<file path="config.mk">
export PLATFORM = sky130hd
export DESIGN_NAME = alu_muldiv
export DESIGN_NICKNAME = d
export VERILOG_FILES = /design/src/rtl/alu_pkg.sv /design/src/rtl/muldiv_iter.sv /design/src/rtl/alu_muldiv.sv
export SDC_FILE = /design/constraint.sdc
export NUM_CORES = 1
export LEC_CHECK = 0
export ABC_AREA = 0
export CORE_MARGIN = 2
export CORE_UTILIZATION = 25
export CTS_CLUSTER_SIZE = 10
export DETAILED_ROUTE_END_ITERATION = 10
export GPL_TIMING_DRIVEN = 0
export PLACE_DENSITY = 0.39
export SYNTH_ARGS = -nofsm -noshare
export SYNTH_HDL_FRONTEND = slang
export SYNTH_HIERARCHICAL = 1
export SYNTH_SLANG_ARGS = --single-unit
</file>
<file path="constraint.sdc">
create_clock -name clk -period 8 [get_ports clk]
set_input_delay 1.2 -clock clk [delete_from_list [all_inputs] [get_ports clk]]
set_output_delay 1.2 -clock clk [all_outputs]
set_load 0.02 [all_outputs]
</file>
<file path="src/rtl/alu_pkg.sv">
// Shared types for the execute unit: operation encoding, FSM states and
// the decode helper that separates single-cycle from iterative operations.
// Imported by alu_muldiv and muldiv_iter.
package alu_pkg;

   typedef enum logic [4:0] {
      ADD    = 5'd0,
      SUB    = 5'd1,
      AND    = 5'd2,
      OR     = 5'd3,
      XOR    = 5'd4,
      SLT    = 5'd5,
      SLTU   = 5'd6,
      SLL    = 5'd7,
      SRL    = 5'd8,
      SRA    = 5'd9,
      PASSB  = 5'd10,
      MUL    = 5'd16,
      MULH   = 5'd17,
      MULHSU = 5'd18,
      MULHU  = 5'd19,
      DIV    = 5'd20,
      DIVU   = 5'd21,
      REM    = 5'd22,
      REMU   = 5'd23
   } alu_op_t;

   typedef enum logic [1:0] {
      ST_IDLE = 2'd0,
      ST_BUSY = 2'd1,
      ST_DONE = 2'd2
   } state_t;

   // All multiply/divide encodings live in the upper half of the opcode space.
   function automatic logic is_iterative(input alu_op_t op);
      return op[4];
   endfunction

endpackage

</file>
<file path="src/rtl/muldiv_iter.sv">
// Iterative RV32M multiply/divide: one shift-add or restoring-divide step per cycle.
// Latency: start_i loads operands, done_o pulses on the W-th step with result_o valid.
// Ports: clk, rst_n, start_i/op_i/a_i/b_i (load), done_o/result_o (completion, one cycle).
module muldiv_iter
   import alu_pkg::*;
#(
   parameter int W = 32
) (
   input  logic          clk,
   input  logic          rst_n,
   input  logic          start_i,
   input  alu_op_t       op_i,
   input  logic [W-1:0]  a_i,
   input  logic [W-1:0]  b_i,
   output logic          done_o,
   output logic [W-1:0]  result_o
);

   localparam int CW = $clog2(W);

   logic          busy_q;
   logic [CW-1:0] cnt_q;
   logic [W-1:0]  acc_q, acc_d;   // product high half / partial remainder
   logic [W-1:0]  sh_q, sh_d;     // multiplier (shifts out) / dividend->quotient
   logic [W-1:0]  opd_q;          // multiplicand / divisor magnitude
   logic          is_div_q;
   logic          lo_q;           // MUL: low half; REM/REMU: remainder
   logic          neg_q;          // negate the selected result at the end
   logic          bzero_q;        // divide by zero: quotient forced to all-ones

   // Operand sign handling at load time.
   logic          a_signed, b_signed, a_neg, b_neg;
   logic [W-1:0]  a_mag, b_mag;
   logic          op_div, op_lo;

   always_comb begin
      a_signed = (op_i == MUL) || (op_i == MULH) || (op_i == MULHSU) ||
                 (op_i == DIV) || (op_i == REM);
      b_signed = (op_i == MUL) || (op_i == MULH) || (op_i == DIV) || (op_i == REM);
      a_neg    = a_signed && a_i[W-1];
      b_neg    = b_signed && b_i[W-1];
      a_mag    = a_neg ? (~a_i + 1'b1) : a_i;
      b_mag    = b_neg ? (~b_i + 1'b1) : b_i;
      op_div   = (op_i == DIV) || (op_i == DIVU) || (op_i == REM) || (op_i == REMU);
      op_lo    = (op_i == MUL) || (op_i == REM) || (op_i == REMU);
   end

   // One iteration step.
   logic [W:0] sum, rem_sh, diff;

   always_comb begin
      acc_d  = acc_q;
      sh_d   = sh_q;
      sum    = '0;
      rem_sh = '0;
      diff   = '0;
      if (is_div_q) begin
         // Restoring divide: shift next dividend bit in, trial-subtract divisor.
         rem_sh = {acc_q, sh_q[W-1]};
         diff   = rem_sh - {1'b0, opd_q};
         if (!diff[W]) begin
            acc_d = diff[W-1:0];
            sh_d  = {sh_q[W-2:0], 1'b1};
         end else begin
            acc_d = rem_sh[W-1:0];
            sh_d  = {sh_q[W-2:0], 1'b0};
         end
      end else begin
         // Shift-add multiply: add on multiplier LSB, shift {carry,acc,sh} right.
         sum   = {1'b0, acc_q} + (sh_q[0] ? {1'b0, opd_q} : {(W+1){1'b0}});
         acc_d = sum[W:1];
         sh_d  = {sum[0], sh_q[W-1:1]};
      end
   end

   // Result is formed from the step being taken, so it is ready on the done cycle.
   logic [2*W-1:0] prod, prod_fix;
   logic [W-1:0]   quo, rem;

   always_comb begin
      prod     = {acc_d, sh_d};
      prod_fix = neg_q ? (~prod + 1'b1) : prod;
      quo      = bzero_q ? {W{1'b1}} : (neg_q ? (~sh_d + 1'b1) : sh_d);
      rem      = neg_q ? (~acc_d + 1'b1) : acc_d;
      if (is_div_q) begin
         result_o = lo_q ? rem : quo;
      end else begin
         result_o = lo_q ? prod_fix[W-1:0] : prod_fix[2*W-1:W];
      end
   end

   assign done_o = busy_q && (cnt_q == CW'(W-1));

   always_ff @(posedge clk) begin
      if (!rst_n) begin
         busy_q   <= 1'b0;
         cnt_q    <= '0;
         acc_q    <= '0;
         sh_q     <= '0;
         opd_q    <= '0;
         is_div_q <= 1'b0;
         lo_q     <= 1'b0;
         neg_q    <= 1'b0;
         bzero_q  <= 1'b0;
      end else if (start_i) begin
         busy_q   <= 1'b1;
         cnt_q    <= '0;
         acc_q    <= '0;
         sh_q     <= a_mag;
         opd_q    <= b_mag;
         is_div_q <= op_div;
         lo_q     <= op_lo;
         // Remainder takes the dividend's sign; everything else the product of signs.
         neg_q    <= (op_i == REM) ? a_neg : (a_neg ^ b_neg);
         bzero_q  <= op_div && !op_lo && (b_i == '0);
      end else if (busy_q) begin
         acc_q <= acc_d;
         sh_q  <= sh_d;
         cnt_q <= cnt_q + CW'(1);
         if (done_o) begin
            busy_q <= 1'b0;
         end
      end
   end

endmodule

</file>
<file path="src/rtl/alu_muldiv.sv">
// Handshaked execute unit: base integer ALU (1 cycle) plus RV32M mul/div (DATA_WIDTH cycles).
// Latency: single-cycle ops 1, iterative ops DATA_WIDTH+1; one op in flight, no re-accept in DONE.
// Ports: InValid/InReady + A/B/ALUCtl in; OutValid/OutReady + Result/Zero out; Busy during iteration.
module alu_muldiv
   import alu_pkg::*;
#(
   parameter int DATA_WIDTH = 32
) (
   input  logic                  clk,
   input  logic                  rst_n,
   input  logic                  InValid,
   output logic                  InReady,
   input  logic [DATA_WIDTH-1:0] A,
   input  logic [DATA_WIDTH-1:0] B,
   input  logic [4:0]            ALUCtl,
   output logic                  OutValid,
   input  logic                  OutReady,
   output logic [DATA_WIDTH-1:0] Result,
   output logic                  Zero,
   output logic                  Busy
);

   localparam int SHAMT_W = $clog2(DATA_WIDTH);

   state_t                state_q, state_d;
   logic [DATA_WIDTH-1:0] result_q, result_d;
   logic                  zero_q, zero_d;

   alu_op_t               op;
   logic                  iter_op;
   logic                  accept;
   logic                  mdu_start;
   logic                  mdu_done;
   logic [DATA_WIDTH-1:0] mdu_result;
   logic [SHAMT_W-1:0]    shamt;
   logic [DATA_WIDTH-1:0] alu_res;

   assign op      = alu_op_t'(ALUCtl);
   // Opcodes 24..31 also have bit 4 set but are undefined; they stay single-cycle.
   assign iter_op = is_iterative(op) && !ALUCtl[3];
   assign accept  = InValid && (state_q == ST_IDLE);
   assign shamt   = B[SHAMT_W-1:0];

   // Single-cycle datapath; undefined encodings give zero.
   always_comb begin
      alu_res = '0;
      case (op)
         ADD:     alu_res = A + B;
         SUB:     alu_res = A - B;
         AND:     alu_res = A & B;
         OR:      alu_res = A | B;
         XOR:     alu_res = A ^ B;
         SLT:     alu_res[0] = ($signed(A) < $signed(B));
         SLTU:    alu_res[0] = (A < B);
         SLL:     alu_res = A << shamt;
         SRL:     alu_res = A >> shamt;
         SRA:     alu_res = $unsigned($signed(A) >>> shamt);
         PASSB:   alu_res = B;
         default: alu_res = '0;
      endcase
   end

   muldiv_iter #(
      .W (DATA_WIDTH)
   ) u_muldiv (
      .clk      (clk),
      .rst_n    (rst_n),
      .start_i  (mdu_start),
      .op_i     (op),
      .a_i      (A),
      .b_i      (B),
      .done_o   (mdu_done),
      .result_o (mdu_result)
   );

   always_comb begin
      state_d   = state_q;
      result_d  = result_q;
      mdu_start = 1'b0;
      case (state_q)
         ST_IDLE: begin
            if (accept) begin
               if (iter_op) begin
                  mdu_start = 1'b1;
                  state_d   = ST_BUSY;
               end else begin
                  result_d = alu_res;
                  state_d  = ST_DONE;
               end
            end
         end
         ST_BUSY: begin
            if (mdu_done) begin
               result_d = mdu_result;
               state_d  = ST_DONE;
            end
         end
         ST_DONE: begin
            if (OutReady) begin
               state_d = ST_IDLE;
            end
         end
         default: state_d = ST_IDLE;
      endcase
      // Zero tracks the value being registered, not the output port.
      zero_d = (result_d == '0);
   end

   always_ff @(posedge clk) begin
      if (!rst_n) begin
         state_q  <= ST_IDLE;
         result_q <= '0;
         zero_q   <= 1'b1;
      end else begin
         state_q  <= state_d;
         result_q <= result_d;
         zero_q   <= zero_d;
      end
   end

   assign InReady  = (state_q == ST_IDLE);
   assign OutValid = (state_q == ST_DONE);
   assign Busy     = (state_q == ST_BUSY);
   assign Result   = result_q;
   assign Zero     = zero_q;

endmodule

</file>
======== Word level (Yosys, flattened, before mapping) ========
Index checks and enable logic that the tools add are counted.
storage, ports and cells
  latch bits .............................. 0
  memories ................................ 0
  input port bits ......................... 73
  RAM bits ................................ 0
  word-level logic and storage cells ...... 121
  bits in read-only memories .............. 0
  register bits ........................... 141
operators by class
  order comparisons ....................... 2
  shift operators ......................... 3
  div/mod/pow operators ................... 0
  add/subtract/negate cells ............... 10
  muxes and demuxes ....................... 34
  multiply operators ...................... 0
  equal/unequal tests ..................... 23
  reductions and logical operators ........ 27
  bitwise logic cells ..................... 10
operators by type and width
  cell                                                                    count
  32-bit 2-to-1 mux                                                       17
  31-bit case mux with 9 select lines                                     1
  32-bit by 1-bit adder with 32-bit output (second input constant)        4
  32-bit inverter                                                         4
  64-bit by 1-bit adder with 64-bit output (second input constant)        1
  32-bit logical NOT                                                      2
  32-bit less-than comparator                                             2
  64-bit 2-to-1 mux                                                       1
  64-bit inverter                                                         1
  32-bit case mux with 2 select lines                                     1
  5-bit equality test (second input constant)                             8
  32-bit by 33-bit adder with 33-bit output                               1
  33-bit by 32-bit subtractor with 33-bit output                          1
  32-bit adder                                                            1
  32-bit bitwise AND                                                      1
  32-bit OR                                                               1
  32-bit by 5-bit << shifter with 32-bit output                           1
  32-bit by 5-bit right shift with 32-bit output                          1
  32-bit by 5-bit >>> shifter with 32-bit output                          1
  32-bit subtractor                                                       1
  32-bit XOR                                                              1
  5-bit by 3-bit equality test with 1-bit output (second input constant)  4
  5-bit by 4-bit equality test with 1-bit output (second input constant)  3
  1-bit logical OR                                                        11
  other kinds (19)                                                        39

======== Longest topological paths before layout ========
Gate-level depths: netlist of run 1.
  depth after elaboration ................. 12
  mapped depth ............................ 31

======== By module ========
The synthesis of run 1 kept the hierarchy.
by module, submodules not included
  module       area each (um^2)  seq. area each (um^2)  cells an instance  times used
  muldiv_iter  13848.3           2122.0                 1968               1
  alu_muldiv   11853.9           700.7                  1647               1

======== Worst setup path after synthesis of run 1 ========
OpenSTA, ideal clock, no wires.
  path type ............................... register to register
  start point ............................. register u_muldiv.sh_q[31]
  end point ............................... register zero_q (netlist: Zero)
  arrival ................................. 6.232 ns
  cell stages (with the launch flop) ...... 28
  setup time .............................. 0.096 ns
  clock period less this slack ............ 6.328 ns
  slack ................................... 1.672 ns
  cell sequence ........................... dfxtp_1 inv_1 ha_1 fa_1 nand2b_1 a21o_1 a211o_1 a21o_4 a21o_1 o211ai_2 buf_2 buf_2 buf_1 o21ai_0 mux2i_1 ha_1 o311ai_0 or4_4 o31a_1 nor3_1 and4b_1 a22o_1 a31o_2 nor4_1 o211ai_1 o21ai_0 a21oi_1 o41ai_2
between the ends
  cells in the longest elaborated chain, start to end .. 12
  elaborated cells between the ends (all ways) .. 21
ends and longest elaborated chain
  what                                            RTL line            source
  start, declared                                 muldiv_iter.sv:24   logic [W-1:0] sh_q, sh_d;
  start signal, assigned                          muldiv_iter.sv:109  sh_q <= a_mag;
  33-bit by 32-bit subtractor with 33-bit output  muldiv_iter.sv:60   diff = rem_sh - {1'b0, opd_q};
  1-bit 2-to-1 mux                                muldiv_iter.sv:61   if (!diff[W]) begin
  32-bit 2-to-1 mux                               muldiv_iter.sv:57   if (is_div_q) begin
  32-bit inverter                                 muldiv_iter.sv:83   quo = bzero_q ? {W{1'b1}} : (neg_q ? (~sh_d + 1'b1) : sh_d);
  32-bit by 1-bit adder with 32-bit output        muldiv_iter.sv:83
  32-bit 2-to-1 mux (2 in a row)                  muldiv_iter.sv:83
  32-bit 2-to-1 mux                               muldiv_iter.sv:86   result_o = lo_q ? rem : quo;
  32-bit 2-to-1 mux *                             muldiv_iter.sv:85   if (is_div_q) begin
  named net mdu_result[30]                        alu_muldiv.sv:34    logic [DATA_WIDTH-1:0] mdu_result;
  32-bit 2-to-1 mux *                             alu_muldiv.sv:93    if (mdu_done) begin
  32-bit case mux with 2 select lines *           alu_muldiv.sv:80    case (state_q)
  32-bit logical NOT *                            alu_muldiv.sv:106   zero_d = (result_d == '0);
  end signal, assigned                            alu_muldiv.sv:117   zero_q <= zero_d;
  end, declared                                   alu_muldiv.sv:27    logic zero_q, zero_d;
The timed path passes the listed nets; every way through them passes the cells marked *.
A chain may end at the register's enable or synchronous reset.

======== Worst setup path in the final report of run 1 ========
  start point ............................. register u_muldiv.is_div_q
  end point ............................... register zero_q (netlist: Zero)
between the ends
  cells in the longest elaborated chain, start to end .. 10
  elaborated cells between the ends (all ways) .. 18
ends and longest elaborated chain
  what                                      RTL line            source
  start, declared                           muldiv_iter.sv:26   logic is_div_q;
  start signal, assigned                    muldiv_iter.sv:111  is_div_q <= op_div;
  32-bit 2-to-1 mux                         muldiv_iter.sv:57
  32-bit inverter                           muldiv_iter.sv:83
  32-bit by 1-bit adder with 32-bit output  muldiv_iter.sv:83
  32-bit 2-to-1 mux (2 in a row)            muldiv_iter.sv:83
  32-bit 2-to-1 mux                         muldiv_iter.sv:86
  32-bit 2-to-1 mux *                       muldiv_iter.sv:85
  named net mdu_result[2]                   alu_muldiv.sv:34
  32-bit 2-to-1 mux *                       alu_muldiv.sv:93
  32-bit case mux with 2 select lines *     alu_muldiv.sv:80
  32-bit logical NOT *                      alu_muldiv.sv:106
Marked as above.

==> summary by stage, run 1 <==
Clock network
The tree built by TritonCTS fans out to 141 sinks. The number of CTS-inserted buffers is 17. The clock reaches the later pin of the worst-skew pair after 0.51 ns. The maximum clock path buffer count is 2. The H-tree was split into 4 levels. The number of buffers added to fix hold violations after cts is 0. The TritonCTS clock tree is built. The tree is rooted in a sky130_fd_sc_hd__clkbuf_16. The clock transition at the register clock pins on the worst setup and hold paths after CTS is 0.07 ns.

Drt
The uppermost signal routing layer after detailed routing is met5. Using the TritonRoute via totals, the vias-per-cell ratio works out to 6.141. The final layout contains routed wiring with a total length of 174700 µm.

The count of antenna-violating nets left after detailed routing is 0. The met3 layer wire length in the routed design is 13110 µm. Dividing the detail-routed wire length by the instance count gives 33.91 µm. The remaining design rule violation count is 0. The first TritonRoute pass finished after 6 iterations.

The detailed route wirelength on metal2 is 76820 µm. The violation count after the first detailed-routing iteration is 3768. The met1 wire length is 71950 µm. The total number of vias is 31630.

Worst setup path
The element type at the critical path start is a flip-flop. The standard cell with the maximum stage delay on the critical path is sky130_fd_sc_hd__a222oi_1. The cell family contributing the most delay on the critical path is simple AND/OR/NAND/NOR gates.

The kind of capture point of the worst setup path is a flip-flop. On the worst path, the slowest cell contributes a delay of 0.62 ns. For the worst flop-to-flop path, the logic depth is 25. The maximum net fanout on the critical path is 10. Counting both buffers and inverters, the worst setup path holds a total of 6. The critical path depth is 25. The signal arrival time at the worst endpoint is 8.25 ns. The data required time at the worst endpoint is 8.38 ns. The critical path class is flip-flop to flip-flop.

Status
The final reports fail on capacitance limit, slew limit. The run finished, with violations left.

Floorplanning
The die covers 0.1054 mm². The x dimension of the die is 324.6 µm. The starting density of the core is 0.2523. The floorplan row count is 117. The floorplan die height is 324.6 µm. The floorplan step defined a core boundary enclosing 0.1019 mm². The number of top-level pins is 109.

Timing
The fraction of the cycle the final worst path needs is 0.9844. Measured against its own limit, the worst slew margin works out to -0.03515. Setup repair after global routing left no endpoint under its margin. The final setup violation count is 0. The post-layout minimum cycle time is 7.875 ns. The achievable clock frequency is 127.0 MHz. The total negative slack is 0 ns. The setup clock skew after layout is 0.02497 ns.

The count of final max-slew check failures came to 33. The hold violation count in the final report is 0. The measured slew at the worst slew-check pin is 1.548 ns.

Power and ir drop
The power per unit of standard cell area is 118.9 mW/mm². The worst-case IR drop observed on VDD is 0.1694 mV. The reported leakage power is 11.12 nW.

Global routing
The total overflow left after global routing is 0. The via count of the first global-routing pass is 30370. The global-route wire length before repair is 241200 µm. The initial antenna violation count is 10. The overall track demand over capacity in global routing is 0.3189. The pin count of the biggest net entering global routing is 18.

Logic synthesis
By area the synthesized netlist is led by sky130_fd_sc_hd__dfxtp_1 11%, sky130_fd_sc_hd__ha_1 8.1%, sky130_fd_sc_hd__nor2_1 5.3%. The mean post-synth cell area is 7.110 µm². Of the total synthesized cell area, the portion taken by full adders, half adders and majority gates is 0.08441. The dominant combinational cell family by area after synthesis is compound AO/OA/AOI/OAI gates. For this run, the leading register cell type out of synthesis is sky130_fd_sc_hd__dfxtp_1. The share of flip-flops with an asynchronous set or reset after synthesis is 0. The yosys synthesis warning count is 6. Yosys mapped the design onto 110 distinct sky130hd cell types. The synthesized design spends more area on one cell type than any other, namely sky130_fd_sc_hd__dfxtp_1. Of the total synthesized cell area, the portion taken by AND, OR, NAND and NOR gates is 0.2394. The synthesized design contains 141 register bits. The number of instances in the synthesized netlist is 3615. For this run, the register share of the synthesized area comes to 0.1098. The compound-gate portion of the synthesized area was 0.3197.

Yosys mapped a number of flops with a built-in enable equal to 0. Of the post-synthesis cell area, the dominant cell type holds 0.1098. Of the total synthesized cell area, the portion taken by XOR and XNOR cells is 0.06849.

Measured against the total synthesized area, the mux share comes to 0.1107. The number of nets handed over by synthesis was 3859. In this run the cell area of the synthesized design comes to 0.02570 mm².

Finish
The design area is 0.02969 mm². The share of final-layout standard cells stronger than drive strength 1 is 0.08627. Measured on the finished design, the core utilization comes to 0.2914.

The number of filler instances in the final layout is 11470. The final layout contains 4010 nets. The final cell count without fillers is 5151. Compared with the post-synthesis result, the final layout area differs by 15.53%.

Worst hold path
Along the worst hold path, the cell count comes to 1. The path class of the tightest hold or removal check is flip-flop to flip-flop.

Placement
In this run, placement finished with an instance count of 5095. The congestion estimate from routability-driven global placement came to 1.074. The number of input and output port buffers inserted is 107. The wire-length estimate of the detail-placed layout is 141300 µm. The standard cell area after detailed placement is 0.02855 mm².

Run
The max-capacitance violation count is 3.
==> path summary, 6_finish.rpt <==
kind                                       start                        endpoint  slack (ns)
setup / recovery  u_muldiv/is_div_q$_SDFFE_PN0P_                 Zero$_SDFF_PN1_        0.13
hold / removal    u_muldiv/opd_q[2]$_SDFFE_PN0P_  u_muldiv/opd_q[2]$_SDFFE_PN0P_        0.50
setup reg to reg  u_muldiv/is_div_q$_SDFFE_PN0P_                 Zero$_SDFF_PN1_        0.13
hold reg to reg   u_muldiv/opd_q[2]$_SDFFE_PN0P_  u_muldiv/opd_q[2]$_SDFFE_PN0P_        0.50
==> cells in the final DEF, fill, tap and decap left out, types with 51 or more instances in the layout <==
cell | netlist | final
sky130_fd_sc_hd__nor2_1 | 365 | 362
sky130_fd_sc_hd__nand2_1 | 293 | 293
sky130_fd_sc_hd__a21oi_1 | 271 | 270
sky130_fd_sc_hd__o21ai_0 | 197 | 193
sky130_fd_sc_hd__inv_1 | 168 | 168
sky130_fd_sc_hd__ha_1 | 167 | 165
sky130_fd_sc_hd__clkbuf_1 | 160 | 150
sky130_fd_sc_hd__dfxtp_1 | 141 | 138
sky130_fd_sc_hd__mux2i_1 | 136 | 132
sky130_fd_sc_hd__xnor2_1 | 123 | 122
sky130_fd_sc_hd__clkdlybuf4s50_1 | 0 | 107
sky130_fd_sc_hd__nor3_1 | 96 | 95
sky130_fd_sc_hd__nand3_1 | 84 | 83
sky130_fd_sc_hd__xor2_1 | 78 | 78
sky130_fd_sc_hd__and2_1 | 71 | 71
sky130_fd_sc_hd__a211oi_1 | 71 | 69
sky130_fd_sc_hd__o22ai_1 | 65 | 65
sky130_fd_sc_hd__nor2b_1 | 54 | 54
sky130_fd_sc_hd__a31oi_1 | 53 | 52
sky130_fd_sc_hd__nand4_1 | 51 | 51
sky130_fd_sc_hd__o211ai_1 | 51 | 51
==> Yosys cell counts, drive strengths merged (78+ instances only) <==
cell,number
mux2i,136
xor2,78
inv,170
xnor2,123
clkbuf,162
buf,89
a21oi,275
nor3,97
nor2,366
nand2,293
o21ai,210
dfxtp,141
nand3,84
ha,167
==> power breakdown <==
part	switching [mW]	total, mW	internal, mW
sequential	0.0445	0.777	0.732
clock	0.383	0.886	0.503
combinational	1.27	1.87	0.604
total	1.69	3.53	1.84
==> worst reg2reg max path: stages (launching register included) <==
cell and delay, ns:
sky130_fd_sc_hd__dfxtp_2 0.56, sky130_fd_sc_hd__clkbuf_2 0.42, sky130_fd_sc_hd__buf_4 0.35, sky130_fd_sc_hd__clkbuf_4 0.40, sky130_fd_sc_hd__buf_4 0.33, sky130_fd_sc_hd__buf_4 0.32, sky130_fd_sc_hd__clkbuf_4 0.39, sky130_fd_sc_hd__nor2b_1 0.17
sky130_fd_sc_hd__nor2_2 0.17, sky130_fd_sc_hd__ha_2 0.22, sky130_fd_sc_hd__nand4_1 0.20, sky130_fd_sc_hd__nand4b_1 0.36, sky130_fd_sc_hd__or2_1 0.44, sky130_fd_sc_hd__o21ai_0 0.25, sky130_fd_sc_hd__xnor2_1 0.11, sky130_fd_sc_hd__o22ai_1 0.16
sky130_fd_sc_hd__o21ai_0 0.31, sky130_fd_sc_hd__nand2_1 0.14, sky130_fd_sc_hd__o21ai_0 0.14, sky130_fd_sc_hd__a222oi_1 0.62, sky130_fd_sc_hd__o31ai_2 0.25, sky130_fd_sc_hd__nor4b_2 0.32, sky130_fd_sc_hd__nand4_1 0.22, sky130_fd_sc_hd__nor4_4 0.36
sky130_fd_sc_hd__nand4_1 0.19, sky130_fd_sc_hd__o41ai_4 0.39
==> through the flow <==
| stage | hold WS, ns | worst slack (ns) | power (mW) |
|---|---|---|---|
| 2_1_floorplan | 0.4522 | 1.672 | 1.806 |
| 3_3_place_gp | 0.4818 | -3.320 | 2.552 |
| 3_5_place_dp | 0.4892 | -3.242 | 2.530 |
| 4_1_cts | 0.5008 | 0.008699 | 3.448 |
| 5_1_grt | 0.5252 | 0.01991 | 3.657 |
| 6_report | 0.4958 | 0.1250 | 3.532 |
==> repair_timing <==
| action | 4_1_cts | 5_1_grt |
|---|---|---|
| pin swaps | 4 | 9 |
| setup endpoints to repair | 29 | 2 |
| cloned | 0 | 0 |
| buffers inserted | 7 | 14 |
| resized for setup | 62 | 39 |
==> metal layers <==
layer  GRT usage  vias to the layer above
met5           0                        -
li1            -                    13880
met2      0.5023                     1696
met3     0.04641                      423
met1      0.4085                    15630
met4      0.1994                        6
==> cell families after synthesis <==
kind of cell               count (synthesis)
and+or+nand+nor                         1257
AOI/OAI and AO/OA                       1194
adders and majority gates                171
buffers and inverters                    425
DFF                                      141
xor gates and xnor gates                 201
muxes                                    226
==> final cells by class <==
class / count / area (µm²) / area share
Antenna cell: 4 / 10.01 / 0.0003371
Multi-Input combinational cell: 3049 / 21450 / 0.7225
Clock buffer: 18 / 439.2 / 0.01479
Sequential cell: 141 / 2826 / 0.09518
Inverter: 174 / 653.1 / 0.02199
Buffer: 250 / 1146 / 0.03860
Timing Repair Buffer: 133 / 1270 / 0.04277
Clock inverter: 14 / 185.2 / 0.006236
Tap cell: 1368 / 1712 / 0.05764
==> state kept, by name (all words and copies together) (netlist names) <==
| signal | count |
|---|---|
| u_muldiv/lo_q | 1 |
| u_muldiv/acc_q | 32 |
| u_muldiv/neg_q | 1 |
| Result | 32 |
| u_muldiv/busy_q | 1 |
| u_muldiv/opd_q | 32 |
| u_muldiv/bzero_q | 1 |
| Zero | 1 |
| state_q | 2 |
| u_muldiv/is_div_q | 1 |
| u_muldiv/cnt_q | 5 |
| u_muldiv/sh_q | 32 |
No activity file was read; power rests on OpenSTA's default activity.
==> run 2: changes to the inputs <==
- CTS_CLUSTER_SIZE: 10 -> 12
==> results of run 2 <==
The final DEF is identical to that of run 1; final timing and power are the same.
